==> config.mk <==
export PLATFORM = sky130hd
export DESIGN_NAME = truth_table_sweep_flat
export DESIGN_NICKNAME = d
export VERILOG_FILES = /design/src/rtl/tts_pkg.sv /design/src/rtl/truth_table_sweep_if.sv /design/src/rtl/sweep_dwell_timer.sv /design/src/rtl/truth_table_sweep.sv /design/src/flat_wrapper.sv
export SDC_FILE = /design/constraint.sdc
export NUM_CORES = 1
export LEC_CHECK = 0
export ABC_CLOCK_PERIOD_IN_PS = 7100
export CAP_MARGIN = 20
export CORE_MARGIN = 2
export CORE_UTILIZATION = 55
export DETAILED_ROUTE_END_ITERATION = 7
export PLACE_DENSITY = 0.79
export REMOVE_ABC_BUFFERS = 1
export SETUP_SLACK_MARGIN = 0.15
export SLEW_MARGIN = 10
export SYNTH_ARGS = -nofsm -noshare
export SYNTH_HDL_FRONTEND = slang
export SYNTH_HIERARCHICAL = 1
export SYNTH_SLANG_ARGS = --single-unit
==> constraint.sdc <==
create_clock -name clk -period 7.1 [get_ports clk]
set_input_delay 0.71 -clock clk [delete_from_list [all_inputs] [get_ports clk]]
set_output_delay 0.71 -clock clk [all_outputs]
set_load 0.05 [all_outputs]
==> src/rtl/tts_pkg.sv <==
// Shared types and sizing constants for the truth-table sweep engine.
package tts_pkg;
  typedef enum logic [1:0] {IDLE, RUN, FINISH} state_t;

  localparam int CODE_W     = 4;
  localparam int NUM_CODES  = 16;
  localparam int MISMATCH_W = 5;
endpackage

==> src/rtl/truth_table_sweep_if.sv <==
// Stimulus/response bundle between the sweep engine and the unit under test.
interface truth_table_sweep_if;
  import tts_pkg::*;

  logic                  start;
  logic                  A;
  logic                  B;
  logic                  C;
  logic                  D;
  logic                  y_in;
  logic                  busy;
  logic                  done;
  logic [NUM_CODES-1:0]  table_out;
  logic                  pass;
  logic [MISMATCH_W-1:0] mismatch_cnt;

  modport master (
    input  start, y_in,
    output A, B, C, D, busy, done, table_out, pass, mismatch_cnt
  );

  modport slave (
    output start, y_in,
    input  A, B, C, D, busy, done, table_out, pass, mismatch_cnt
  );
endinterface

==> src/rtl/sweep_dwell_timer.sv <==
// Per-code hold counter; last flags the cycle in which the response is sampled.
module sweep_dwell_timer #(
  parameter int DWELL = 4
) (
  input  logic clk,
  input  logic rst,
  input  logic clr,
  input  logic en,
  output logic last
);
  logic [7:0] cnt;

  always_ff @(posedge clk) begin
    if (rst || clr) begin
      cnt <= '0;
    end else if (en) begin
      cnt <= cnt + 8'd1;
    end
  end

  assign last = (cnt == 8'(DWELL - 1));
endmodule

==> src/rtl/truth_table_sweep.sv <==
// Drives all 16 {A,B,C,D} codes, captures the response table and grades it
// against EXPECTED.
module truth_table_sweep
  import tts_pkg::*;
#(
  parameter int                   DWELL    = 4,
  parameter logic [NUM_CODES-1:0] EXPECTED = 16'h0040
) (
  input  logic                clk,
  input  logic                rst,
  truth_table_sweep_if.master bus
);
  state_t                state;
  logic [CODE_W-1:0]     code;
  logic [NUM_CODES-1:0]  acc;
  logic [NUM_CODES-1:0]  acc_nxt;
  logic [MISMATCH_W-1:0] mism;
  logic [MISMATCH_W-1:0] mism_nxt;
  logic                  busy;
  logic                  done;
  logic [NUM_CODES-1:0]  table_q;
  logic                  pass;
  logic [MISMATCH_W-1:0] mism_cnt_q;
  logic                  last;
  logic                  running;
  logic                  accept;
  logic                  sample;
  logic                  miss;

  assign running = (state == RUN);
  // The done cycle (FINISH) accepts start exactly like IDLE.
  assign accept  = !running && bus.start;
  assign sample  = running && last;
  assign miss    = (bus.y_in != EXPECTED[code]);

  // Results published on the final sample must include that sample's bit.
  always_comb begin
    acc_nxt       = acc;
    acc_nxt[code] = bus.y_in;
    mism_nxt      = mism + {{(MISMATCH_W-1){1'b0}}, miss};
  end

  sweep_dwell_timer #(.DWELL(DWELL)) u_timer (
    .clk  (clk),
    .rst  (rst),
    .clr  (accept || sample),
    .en   (running),
    .last (last)
  );

  always_ff @(posedge clk) begin
    if (rst) begin
      state      <= IDLE;
      code       <= '0;
      acc        <= '0;
      mism       <= '0;
      busy       <= 1'b0;
      done       <= 1'b0;
      table_q    <= '0;
      pass       <= 1'b0;
      mism_cnt_q <= '0;
    end else begin
      done <= 1'b0;
      case (state)
        IDLE, FINISH: begin
          if (bus.start) begin
            state <= RUN;
            code  <= '0;
            acc   <= '0;
            mism  <= '0;
            busy  <= 1'b1;
          end else begin
            state <= IDLE;
          end
        end
        RUN: begin
          if (sample) begin
            acc  <= acc_nxt;
            mism <= mism_nxt;
            if (code == CODE_W'(NUM_CODES - 1)) begin
              state      <= FINISH;
              code       <= '0;
              busy       <= 1'b0;
              done       <= 1'b1;
              table_q    <= acc_nxt;
              mism_cnt_q <= mism_nxt;
              pass       <= (mism_nxt == '0);
            end else begin
              code <= code + CODE_W'(1);
            end
          end
        end
        default: state <= IDLE;
      endcase
    end
  end

  assign bus.A            = code[3];
  assign bus.B            = code[2];
  assign bus.C            = code[1];
  assign bus.D            = code[0];
  assign bus.busy         = busy;
  assign bus.done         = done;
  assign bus.table_out    = table_q;
  assign bus.pass         = pass;
  assign bus.mismatch_cnt = mism_cnt_q;
endmodule

==> src/flat_wrapper.sv <==
// flat-port wrapper written by rule: the top's interface ports become plain ports
module truth_table_sweep_flat import tts_pkg::*;
#(
  parameter int                   DWELL    = 4,
  parameter logic [NUM_CODES-1:0] EXPECTED = 16'h0040
)
  (clk, rst, bus_start, bus_y_in, bus_A, bus_B, bus_C, bus_D, bus_busy, bus_done, bus_table_out, bus_pass, bus_mismatch_cnt);
  truth_table_sweep_if bus_i ();
  input  logic clk;
  input  logic rst;
  input wire logic [$bits(bus_i.start)-1:0] bus_start;
  input wire logic [$bits(bus_i.y_in)-1:0] bus_y_in;
  output wire logic [$bits(bus_i.A)-1:0] bus_A;
  output wire logic [$bits(bus_i.B)-1:0] bus_B;
  output wire logic [$bits(bus_i.C)-1:0] bus_C;
  output wire logic [$bits(bus_i.D)-1:0] bus_D;
  output wire logic [$bits(bus_i.busy)-1:0] bus_busy;
  output wire logic [$bits(bus_i.done)-1:0] bus_done;
  output wire logic [$bits(bus_i.table_out)-1:0] bus_table_out;
  output wire logic [$bits(bus_i.pass)-1:0] bus_pass;
  output wire logic [$bits(bus_i.mismatch_cnt)-1:0] bus_mismatch_cnt;
  assign bus_i.start = bus_start;
  assign bus_i.y_in = bus_y_in;
  assign bus_A = bus_i.A;
  assign bus_B = bus_i.B;
  assign bus_C = bus_i.C;
  assign bus_D = bus_i.D;
  assign bus_busy = bus_i.busy;
  assign bus_done = bus_i.done;
  assign bus_table_out = bus_i.table_out;
  assign bus_pass = bus_i.pass;
  assign bus_mismatch_cnt = bus_i.mismatch_cnt;
  truth_table_sweep #(.DWELL(DWELL), .EXPECTED(EXPECTED)) u_core (.clk(clk), .rst(rst), .bus(bus_i));
endmodule
# Yosys cells after proc, flatten, opt, wreduce, memory -nomap -nowiden
# Memory sizes are Yosys's and may differ from the RTL's. A register that Yosys moved wholly into a read port is not among the register bits.
# Index checks and enable logic that the tools add are counted.
# totals
ram_bits	0
n_memories	1
output_inout_bits	28
register_bits	59
latchBits	0
rom_bits	16
# classes
n_reduce_logical	15
n_addsub	3
shifts	0
bitwise	2
eq_ne	8
mux	25
div_mod_pow	0
multipliers	0
n_lt_le_gt_ge	2
# mem_list
memory	depth	word_bits	rd	rd_ports_with_merged_regs	wr	line	source
(name not given)	16	1	1	1	0	truth_table_sweep.sv:34	assign miss = (bus.y_in != EXPECTED[code]);
# ops
cell	n
16-bit 2-to-1 mux	2
16-bit one-hot mux with 2 select lines	1
4-bit 2-to-1 mux	5
16-bit bitwise mux	1
5-bit 2-to-1 mux	2
5-bit one-hot mux with 2 select lines	1
8-bit by 1-bit adder with 8-bit output (second input constant)	1
8-bit by 2-bit equality test with 1-bit output (second input constant)	1
4-bit one-hot mux with 2 select lines	1
1-bit 2-to-1 mux	7
2-bit != test (second input constant)	3
3-bit AND reduction	2
5-bit by 1-bit adder with 5-bit output	1
5-bit logical NOT	1
4-bit by 5-bit < comparator with 1-bit output (second input constant)	1
4-bit by 1-bit adder with 4-bit output (second input constant)	1
1-bit demux with 4-bit select	1
4-bit equality test (second input constant)	1
4-bit by 1-bit >= comparator with 1-bit output (second input constant)	1
2-bit 2-to-1 mux	2
2-bit one-hot mux with 2 select lines	1
4-bit AND reduction	1
1-bit logical AND	3
3-bit OR reduction	1
other kinds (11)	13

# Depth between registers and ports, before layout
# Gate-level depths: netlist (run 1).
# logic_depth
depth_word	7
ltp_mapped	10
ltp_nobuf	7

# Modules after synthesis
# Netlist (run 1), hierarchy kept.
# modules_own_cells
mod	cells_per_inst	area_per_inst_um2	n_inst
truth_table_sweep	255	2352.3	1
sweep_dwell_timer	42	375.4	1

# Worst setup path after synthesis (run 1)
# OpenSTA, ideal clock, no wires.
# synth_path
path_type	flip-flop to flip-flop
startpoint	register u_core.u_timer.cnt[0]
endpoint	register u_core.u_timer.cnt[0]
arrival_ns	2.530
period_less_slack_ns	2.652
path_stages_with_launch	11
setup_ns	0.122
slack_ns	4.448
required_time_ns	6.978
n_path_buf	3
cell_sequence	dfxtp_1 ha_1 or4b_1 nor4_1 nand3b_4 buf_2 buf_2 o21ai_0 or2_2 clkbuf_1 nor2_1
# synth_between
elab_chain_len	4
elab_cells_between_ends	5
classes_between	add/sub (1); eq/ne (1); reduce/logical (3)
# synth_rtl
item	line	source
from (decl)	sweep_dwell_timer.sv:11	logic [7:0] cnt;
from (signal assigned)	sweep_dwell_timer.sv:17	cnt <= cnt + 8'd1;
8-bit by 2-bit equality test with 1-bit output	sweep_dwell_timer.sv:21	assign last = (cnt == 8'(DWELL - 1));
net u_core.last	truth_table_sweep.sv:24	logic last;
1-bit logical AND	truth_table_sweep.sv:33	assign sample = running && last;
1-bit logical OR	truth_table_sweep.sv:46	.clr (accept || sample),
1-bit logical OR	sweep_dwell_timer.sv:14	if (rst || clr) begin
# The timed path passes the listed nets, and every way through them passes these cells.
# A chain may end at the register's enable or synchronous reset.

# Final worst setup path (run 1)
# layout_path
startpoint	register u_core.u_timer.cnt[1]
endpoint	register u_core.table_q[3], in the netlist u_core/bus.table_out[3]
# layout_between
elab_chain_len	3
# layout_rtl
item	line	source
8-bit by 2-bit equality test with 1-bit output	sweep_dwell_timer.sv:21	
net u_core.last	truth_table_sweep.sv:24	
1-bit logical AND	truth_table_sweep.sv:33	
3-bit AND reduction (no source line)	--	
to (signal assigned)	truth_table_sweep.sv:85	table_q <= acc_nxt;
to (decl)	truth_table_sweep.sv:21	logic [NUM_CODES-1:0] table_q;
# The timed path passes the listed nets, and every way through them passes these cells.

==> results of run 1 <==
worst min-delay path, delay by kind of cell, from the launching register on:
family,cells,cell delay (ns)
and+or+nand+nor,1,0.05
AOI/OAI and AO/OA,1,0.05
DFF,1,0.31
logic make-up (layout without fill, tap and decap cells):
logic type / Yosys count / count (layout) / synth area share, %
buffers and inverters: 24 / 51 / 4.63
XOR/XNOR: 9 / 9 / 2.89
AND/OR/NAND/NOR: 121 / 121 / 24.1
adder cells (fa/ha/maj): 8 / 8 / 3.67
flip-flops: 59 / 59 / 43.3
AO/OA/AOI/OAI: 63 / 63 / 16.6
multiplexers: 13 / 13 / 4.77
registers in the layout (all words and copies together), names as in the netlist, 2 cells and up, named ones only:
register,flops
u_core/acc,15
u_core/bus.mismatch_cnt,5
u_core/bus.table_out,16
u_core/state,2
u_core/mism,5
u_core/u_timer/cnt,8
u_core/code,4
layout make-up:
cell class	count	share of cell area [%]
flip-flops and latches	59	37.2
repair buffers	32	10.0
inverters	4	0.472
clock inverters	3	0.472
clock buffers	12	4.57
multi-input cells	214	44.7
well taps	67	2.64
where the power goes:
group          total (µW)  switching (µW)  internal (µW)
logic                24.2            16.9           7.28
clock network         253             121            132
registers             334            1.78            333
total                 612             139            472
metrics by stage:
step | worst slack [ns] | std cells | util [%] | hold WS, ns | instance area [µm²]
after CTS | 3.93 | 391 | 66.8 | 0.453 | 3180
after floorplan | 4.29 | 277 | - | 0.431 | 2620
after global routing | 3.71 | 391 | 66.8 | 0.487 | 3180
after global placement | 4.04 | 376 | 63.5 | 0.439 | 3020
final | 3.92 | 391 | 66.8 | 0.450 | 3180
after detailed placement | 3.94 | 376 | 63.5 | 0.445 | 3020
path summary, 6_finish.rpt:
path	start	end	slack, ns	cells past startpoint
min	u_core/bus.pass	u_core/bus.pass	0.45	2
max	u_core/u_timer/cnt[1]	u_core/bus.table_out[3]	3.92	7
min reg2reg	u_core/bus.pass	u_core/bus.pass	0.45	2
max reg2reg	u_core/u_timer/cnt[1]	u_core/bus.table_out[3]	3.92	7
layout by cell type, fill, tap and decap left out, types with 2 or more instances in the layout:
cell             instances
a211oi_1                 2
dfxtp_1                 59
nor4_1                   2
clkdlybuf4s50_1         31
a21oi_1                 22
clkbuf_1                 2
nor2_1                  41
nand2_1                 22
inv_1                    4
a21o_1                   3
nand3_1                 12
clkbuf_8                10
ha_1                     8
nand3b_1                 9
a22o_1                  15
a2bb2oi_1               12
nor2_4                   2
nand4_1                  7
nor3_1                   3
o21ai_0                  4
xnor2_1                  2
nand2b_1                 3
clkinv_2                 3
or3_1                    2
nand3_2                  2
nor2_2                   2
xor2_1                   7
mux2i_1                 13
nor3b_1                  4
Yosys cell counts, drive strengths merged (3+ instances only):
cell	instances
nand4	7
buf	14
nand2	22
nor2	45
o21ai	4
mux2i	13
nand2b	3
nor3	3
clkbuf	6
nand3b	10
ha	8
a21o	3
a2bb2oi	12
xor2	7
a21oi	22
nor3b	4
inv	4
nand3	14
a22o	15
dfxtp	59
routing by layer:
layer  vias to the layer above  track usage (%)  wire length (µm)
li1                       1100                -                 -
met1                       992             25.7              2490
met2                        49             30.9              2400
met3                         8             7.45               288
met4                         0             9.72                84
met5                         -                0                 0
==> impl_results.md, run 1 <==
- RSZ-0062 raised after global routing: no
- Detail Placement HPWL: 3290 µm
- Final min period: 3.18 ns
- Post-synthesis cell area: 0.00273 mm²
- Fraction of registers with async set/reset: 0%
- Number of synthesized flops with an enable pin: 0
- Total GRT Usage: 20.3%
- Residual DRC: 0
- CTS Hold Bufs: 0
- Sequential Area: 0.00118 mm²
- Row count: 25
- Part of the cycle the worst path needs: 44.7%
- Clk Latency, worst-skew pair: 0.34 ns
- Sequential-to-total area share from yosys stat: 43.3%
- CTS max path bufs: 2
- CP bufs+invs: 0
- Yosys cell types: 44
- Worst slew pin tran: 0.800 ns
- Worst Hold Class: register to register
- P&R area growth vs syn: 16.5%
- Routed wire length: 5270 µm
- Cell count after synthesis: 297
- Core ar.: 0.00475 mm²
- Max-cap violations: 0
- First-pass GRT wire length: 8470 µm
- Top-Level Pins: 32
- Outcome: finished, final reports clean
- Filler cell count: 417
- CTS tree: built
- Post-DRT Antenna Nets: 0
- Num CTS Buffers: 9
- Post-CTS setup buffers: 0
- Required @ worst endpoint: 7.32 ns
- Fmax: 315 MHz
- Vias in the first global route: 1868
- Synthesis Warnings: 6
- Pwr/cell area: 192 mW/mm²
- Data arrival time of the worst path: 3.40 ns
- Worst setup SP type: register
- Largest net degree at the start of global routing: 41
- Leak Pwr: 0.00115 µW
- Relative max-transition margin: 46.2%
- VDD IR max: 0.135 mV
- Total grt overflow: 0
- Synth top area share: 43.3%
- Clk pin slew, worst setup/hold paths: 0.06 ns
- Final nets: 332
- Wire per inst: 13.5 µm
- Max-slew violations: 0
- Setup Skew: 0.00577 ns
- Crit-path slowest cell: nor4_1
- Top cells by area, synth: dfxtp_1 43%, nor2_1 5.6%, a22o_1 4.8%, mux2i_1 4.8%, a21oi_1 4.0%
- Multi-input gate area: 0.00142 mm²
- Die Span X: 74.4 µm
- Drt pass-1 iters: 4
- Clk sinks: 59
- Vias per Instance: 5.50
- Fin Setup TNS: 0 ns
- Gates resized, CTS repair: 0
- Chip Height: 74.4 µm
- Share of cells above drive strength 1: 8.64%
- Routability cong.: 0.803
- # diodes: 0
- Design Power: 612 µW
- Initial Util: 57.4%
- Critical Path End Type: register
- DRT iter0 DRCs: 117
- Max incr delay on CP: 0.62 ns
- H-Tree Depth: 3
- Critical-path cell list: ha_1 -> or4b_1 -> nor4_1 -> nand3b_4 -> nor2_4 -> nor2_2 -> a22o_1
- Yosys top cell by area: dfxtp_1
- Vias: 2149
- Crit path kind: register to register
- CP delay by family, top: simple AND/OR/NAND/NOR gates
- Port Buffers: 31
- Max Fanout on Critical Path: 40
- Clk root buf: clkbuf_8
- Die area: 0.00554 mm²
- Initial antenna violation count: 0
- Predominant post-synthesis flop cell: dfxtp_1
- Synth Register Bits: 59
- Final Setup Violations: 0
- Final Hold Viols: 0
- Syn Area/Cell: 9.18 µm²
(Power assumes the default switching activity.)
==> run 2, diff against run 1 <==
--- a/config.mk
+++ b/config.mk
@@ -5,7 +5,7 @@
 export SDC_FILE = /design/constraint.sdc
 export NUM_CORES = 1
 export LEC_CHECK = 0
-export ABC_CLOCK_PERIOD_IN_PS = 7100
+export ABC_CLOCK_PERIOD_IN_PS = 3200
 export CAP_MARGIN = 20
 export CORE_MARGIN = 2
 export CORE_UTILIZATION = 55
==> constraint.sdc (replaced) <==
create_clock -name clk -period 3.2 [get_ports clk]
set_input_delay 0.32 -clock clk [delete_from_list [all_inputs] [get_ports clk]]
set_output_delay 0.32 -clock clk [all_outputs]
set_load 0.05 [all_outputs]
==> impl_results.md, run 2 (synthesis gave the netlist of run 1 again) <==
- Clk pwr share: 41.3% (about the same)
- M3 GR Usage: 5.42% (-2.0 points)
- Row count: 25 (unchanged)
- Final Setup Violations: 0 (unchanged)
- Max Fanout on Critical Path: 21 (-48%)
- Fmax: 394 MHz (+25%)
- CTS max path bufs: 2 (unchanged)
- Fin Setup TNS: 0 ns (unchanged)
- Final min period: 2.54 ns (-0.638 ns)
- Crit path kind: register to register
- Routing usage on met1: 29.4% (+3.7 points)
- DRT iter0 DRCs: 185 (+58%)
- Total GRT Usage: 22.1% (+1.8 points)
- First-pass GRT wire length: 9260 µm (+9.3%)
- Num CTS Buffers: 9 (unchanged)
- Routed wire length: 5640 µm (+7.1%)
- Chip Height: 74.4 µm (unchanged)
- Post-DRT Antenna Nets: 0 (unchanged)
- Post-CTS setup buffers: 0 (unchanged)
- Required @ worst endpoint: 3.42 ns (-3.90 ns)
- Final nets: 338 (+1.8%)
- Max-cap violations: 0 (unchanged)
- Drt pass-1 iters: 5 (+1)
- Routability cong.: 0.785 (-2.2%)
- Gates resized, CTS repair: 0 (unchanged)
- Max FFs per register: 16 (unchanged)
- Most frequent cells in the layout: 59 x dfxtp_1, 41 x nor2_1, 31 x clkdlybuf4s50_1
- P&R area growth vs syn: 18.0%
- Layer with the highest usage: met2
- Part of the cycle the worst path needs: 79.3% (+35 points)
- Residual DRC: 0 (unchanged)
- VDD IR max: 0.251 mV (+86%)
- Worst Hold Class: register to register
- Sw Share: 22.0% (-0.77 points)
- Initial antenna violation count: 0 (unchanged)
- Setup crit start: u_core/u_timer/cnt[0]
- R2R cell count: 8 (+1)
- Detail Placement HPWL: 3680 µm (+12%)
- Data arrival time of the worst path: 2.76 ns (-0.64 ns)
- Clk pin slew, worst setup/hold paths: 0.06 ns (about the same)
- Relative max-transition margin: 51.1% (+4.9 points)
- Worst slew pin tran: 0.732 ns (-0.0682 ns)
- Crit path to: u_core/bus.table_out[3]
- Multi-input gate area: 0.00142 mm² (unchanged)
- NetSw: 300 µW (+120%)
- Port Buffers: 31 (unchanged)
- Clk root buf: clkbuf_8
- Initial Util: 57.4% (unchanged)
- Final Hold Viols: 0 (unchanged)
- Comb pwr share: 4.1% (about the same)
- RSZ-0062 raised after global routing: no
- Largest net degree at the start of global routing: 22 (-46%)
- # diodes: 0 (unchanged)
- Outcome: finished, final reports clean
- Vias in the first global route: 2019 (+8.1%)
- CTS tree: built
- Met2 Usage GRT: 33.8% (+2.9 points)
- Core ar.: 0.00475 mm² (unchanged)
- Commonest non-fill, non-tap cell in the layout: dfxtp_1
- CTS Hold Bufs: 0 (unchanged)
- R2R Path Start: u_core/u_timer/cnt[0]
- Setup Skew: 0.00586 ns (+0.0000843 ns)
- Reg-to-reg slack, setup: 0.66 ns (-3.26 ns)
- Filler cell count: 400 (-4.1%)
- Die Span X: 74.4 µm (unchanged)
- Pwr/cell area: 423 mW/mm² (+120%)
- Fin util: 67.7% (+0.84 points)
- Clk sinks: 59 (unchanged)
- Clk Latency, worst-skew pair: 0.34 ns (about the same)
- Share of cells above drive strength 1: 9.79% (+1.1 points)
- Vias: 2224 (+3.5%)
- Max-slew violations: 0 (unchanged)
- Vias per Instance: 5.64 (+2.7%)
- Critical Path End Type: register
- Top-Level Pins: 32 (unchanged)
- Seq pwr share: 54.5% (-0.2 points)
- Total grt overflow: 0 (unchanged)
- Die area: 0.00554 mm² (unchanged)
- R2R Path End: u_core/bus.table_out[3]
- Cell-internal power: 1060 µW (+120%)
- Worst setup SP type: register
- H-Tree Depth: 3 (unchanged)
- Sequential Area: 0.00118 mm² (unchanged)
- Leak Pwr: 0.00118 µW (+2.1%)
- Wire per inst: 14.3 µm (+6.3%)
==> run 2: power groups by stage <==
stage	Clock (µW)	Combinational [µW]	Sequential (µW)
3_3_place_gp	0	55.7	758
5_1_grt	604	61.0	742
6_report	563	56.3	742
4_1_cts	571	56.5	742
2_1_floorplan	0	24.5	761
3_5_place_dp	0	56.3	758
==> run 2: worst max-delay path, stage by stage (launching register included) <==
cell      delay, ns
dfxtp_1        0.40
ha_1           0.18
or4b_1         0.42
nor4_1         0.18
buf_4          0.18
nand3b_4       0.24
nor2_4         0.31
nor2_2         0.19
a22o_1         0.31
==> run 2: area by class of cell <==
| type | instances | area share (%) |
|---|---|---|
| clock buffer | 12 | 4.82 |
| multi-input combinational | 214 | 44.1 |
| sequential | 59 | 36.7 |
| inverter | 4 | 0.467 |
| timing repair buffer | 38 | 11.3 |
| tap | 67 | 2.60 |
==> run 2: metrics by stage <==
stage / worst slack, ns / instances / power [µW] / area (µm²) / hold slack, ns
2_1_floorplan: 0.386 / 277 / 786 / 2620 / 0.386
3_3_place_gp: 0.743 / 382 / 813 / 3060 / 0.439
3_5_place_dp: 0.657 / 382 / 814 / 3060 / 0.447
4_1_cts: 0.645 / 394 / 1370 / 3220 / 0.455
5_1_grt: 0.435 / 394 / 1410 / 3220 / 0.481
6_report: 0.663 / 394 / 1360 / 3220 / 0.452
==> run 2: metal layers <==
layer / part of all wire [%] / wire, µm
met3: 5.1 / 289
met4: 2.0 / 113
met2: 46 / 2610
met5: 0 / 0
met1: 47 / 2630
==> run 2: how the worst min path moves through the flow <==
| stage | cells past startpoint | slack (ns) | startpoint | endpoint |
|---|---|---|---|---|
| finish | 2 | 0.45 | u_core/bus.pass | u_core/bus.pass |
| global route | 2 | 0.48 | u_core/bus.mismatch_cnt[0] | u_core/bus.mismatch_cnt[0] |
| CTS | 2 | 0.45 | u_core/bus.pass | u_core/bus.pass |
| detailed placement | 2 | 0.45 | u_core/bus.pass | u_core/bus.pass |
| global placement | 2 | 0.44 | u_core/bus.pass | u_core/bus.pass |
| floorplan | 1 | 0.39 | rst | u_core/code[3] |
==> run 3, diff against run 2 <==
--- a/config.mk
+++ b/config.mk
@@ -5,7 +5,7 @@
 export SDC_FILE = /design/constraint.sdc
 export NUM_CORES = 1
 export LEC_CHECK = 0
-export ABC_CLOCK_PERIOD_IN_PS = 3200
+export ABC_CLOCK_PERIOD_IN_PS = 2600
 export CAP_MARGIN = 20
 export CORE_MARGIN = 2
 export CORE_UTILIZATION = 55
==> constraint.sdc (replaced) <==
create_clock -name clk -period 2.6 [get_ports clk]
set_input_delay 0.26 -clock clk [delete_from_list [all_inputs] [get_ports clk]]
set_output_delay 0.26 -clock clk [all_outputs]
set_load 0.05 [all_outputs]
==> impl_results.md, run 3 (synthesis gave the netlist of run 1 again) <==
- Outcome: finished, final reports clean
- Wire per inst: 13.8 µm (-3.6%)
- Relative max-transition margin: 56.2% (+5.2 points)
- P&R area growth vs syn: 19.3%
- Cell-internal power: 1350 µW (+27%)
- Max Fanout on Critical Path: 5 (-76%)
- Max FFs per register: 16 (unchanged)
- First-pass GRT wire length: 9240 µm (-0.22%)
- Crit-path slowest cell: or4_4
- Vias in the first global route: 2048 (+1.4%)
- Data arrival time of the worst path: 2.53 ns (-0.23 ns)
- Final nets: 339 (+0.30%)
- Setup Skew: 0.00837 ns (+0.00252 ns)
- Clk root buf: clkbuf_8
- Critical-path cell list: ha_1 -> or4b_1 -> nor4_1 -> buf_4 -> nand3b_4 -> or4_4 -> nand3_1 -> nor4b_2
- NetSw: 383 µW (+28%)
- Detail Placement HPWL: 3560 µm (-3.3%)
- Residual DRC: 0 (unchanged)
- Final Hold Viols: 0 (unchanged)
- Worst Hold Class: register to register
- Hold WS: 0.452 ns (-0.000330 ns)
- Top-Level Pins: 32 (unchanged)
- Post-CTS setup buffers: 0 (unchanged)
- Final Setup Violations: 0 (unchanged)
- Vias: 2212 (-0.54%)
- # diodes: 0 (unchanged)
- Clk Latency, worst-skew pair: 0.33 ns (about the same)
- RSZ-0062 raised after global routing: no
- Die area: 0.00554 mm² (unchanged)
- Place WS: 0.313 ns (-0.344 ns)
- Worst slew pin tran: 0.656 ns (-0.0759 ns)
- Routability cong.: 0.828 (+5.5%)
- Reg-to-reg slack, setup: 0.28 ns (-0.39 ns)
- Chip Height: 74.4 µm (unchanged)
- Clk sinks: 59 (unchanged)
- Leak Pwr: 0.00120 µW (+1.8%)
- Max incr delay on CP: 0.50 ns (+0.08 ns)
- Total GRT Usage: 21.8% (-0.29 points)
- Port Buffers: 31 (unchanged)
- Total grt overflow: 0 (unchanged)
- Post-DRT Antenna Nets: 0 (unchanged)
- Clk pin slew, worst setup/hold paths: 0.07 ns (about the same)
- Comb pwr share: 4.0% (about the same)
- H-Tree Depth: 3 (unchanged)
- Max-cap violations: 0 (unchanged)
- Required @ worst endpoint: 2.81 ns (-0.61 ns)
- Share of cells above drive strength 1: 11.2% (+1.4 points)
- Largest net degree at the start of global routing: 29 (+32%)
- Vias per Instance: 5.56 (-1.5%)
- Part of the cycle the worst path needs: 89.3% (+10 points)
- CP delay by family, top: simple AND/OR/NAND/NOR gates
- Num CTS Buffers: 9 (unchanged)
- Clk pwr share: 43.2% (+1.9 points)
- CP bufs+invs: 1 (unchanged)
- Initial antenna violation count: 0 (unchanged)
- VDD IR max: 0.348 mV (+38%)
- Row count: 25 (unchanged)
- DRT iter0 DRCs: 178 (-3.8%)
- Commonest non-fill, non-tap cell in the layout: dfxtp_1
- DP Area: 0.00307 mm² (+0.24%)
- Max-slew violations: 0 (unchanged)
- Drt pass-1 iters: 5 (unchanged)
- Fin util: 68.4% (+0.76 points)
- Pwr/cell area: 531 mW/mm² (+26%)
- Initial Util: 57.4% (unchanged)
- Worst setup SP type: register
- Final worst slack: 0.277 ns (-0.386 ns)
- Routed wire length: 5500 µm (-2.6%)
- Gates resized, CTS repair: 0 (unchanged)
- Dpl cells: 383 (+0.26%)
- Final Instance Area: 0.00325 mm² (+1.1%)
- Sw Share: 22.2% (+0.16 points)
- Layout Cells excl Fill: 398 (+1.0%)
- Seq pwr share: 52.8% (-1.7 points)
- Fmax: 430 MHz (+9.2%)
- CTS tree: built
- Most frequent cells in the layout: 59 x dfxtp_1, 41 x nor2_1, 31 x clkdlybuf4s50_1
- Die Span X: 74.4 µm (unchanged)
- Final min period: 2.32 ns (-0.214 ns)
- Crit path kind: register to register
- Critical Path End Type: register
- CTS max path bufs: 2 (unchanged)
- Core ar.: 0.00475 mm² (unchanged)
- CTS Hold Bufs: 0 (unchanged)
run 3: power groups by stage:
stage                     registers [µW]  clock network (µW)  logic (µW)
after floorplan                      937                   0        30.2
after global placement               933                   0        67.5
after detailed placement             933                   0        68.3
after CTS                            913                 760        68.3
after global routing                 913                 805        74.7
final                                913                 747        68.9
run 3: layer usage:
layer	GRT usage (%)	share of wire [%]	up-vias	routed length [µm]
met5	0	0	-	0
met4	9.92	1.1	0	58
met3	5.96	3.9	6	216
met2	33.9	47	40	2570
met1	28.3	48	1051	2660
li1	-	-	1115	-
run 3: final timing paths:
| kind | from | end | depth (start not counted) |
|---|---|---|---|
| max | u_core/u_timer/cnt[0] | register | 8 |
| min | u_core/bus.pass | u_core/bus.pass | 2 |
| max reg2reg | u_core/u_timer/cnt[0] | register | 8 |
| min reg2reg | u_core/bus.pass | u_core/bus.pass | 2 |
run 3: cell type report:
| type | instances | area [µm²] |
|---|---|---|
| Sequential cell | 59 | 1180 |
| Multi-Input combinational cell | 214 | 1430 |
| Tap cell | 67 | 83.8 |
| Inverter | 4 | 15.0 |
| Fill cell | 403 | 1500 |
| Clock buffer | 13 | 169 |
| Clock inverter | 2 | 10.0 |
| Timing Repair Buffer | 39 | 370 |
run 3: per-stage QoR:
step	power [µW]	setup TNS, ns
3_3_place_gp	1000	0
2_1_floorplan	967	-2.26
4_1_cts	1740	0
3_5_place_dp	1000	0
6_report	1730	0
5_1_grt	1790	0
run 3: worst min-delay path: cells and delay by family, from the launching register on:
kind             cells  cell delay, ns
AND/OR/NAND/NOR      1            0.05
flip-flops           1            0.31
AO/OA/AOI/OAI        1            0.05
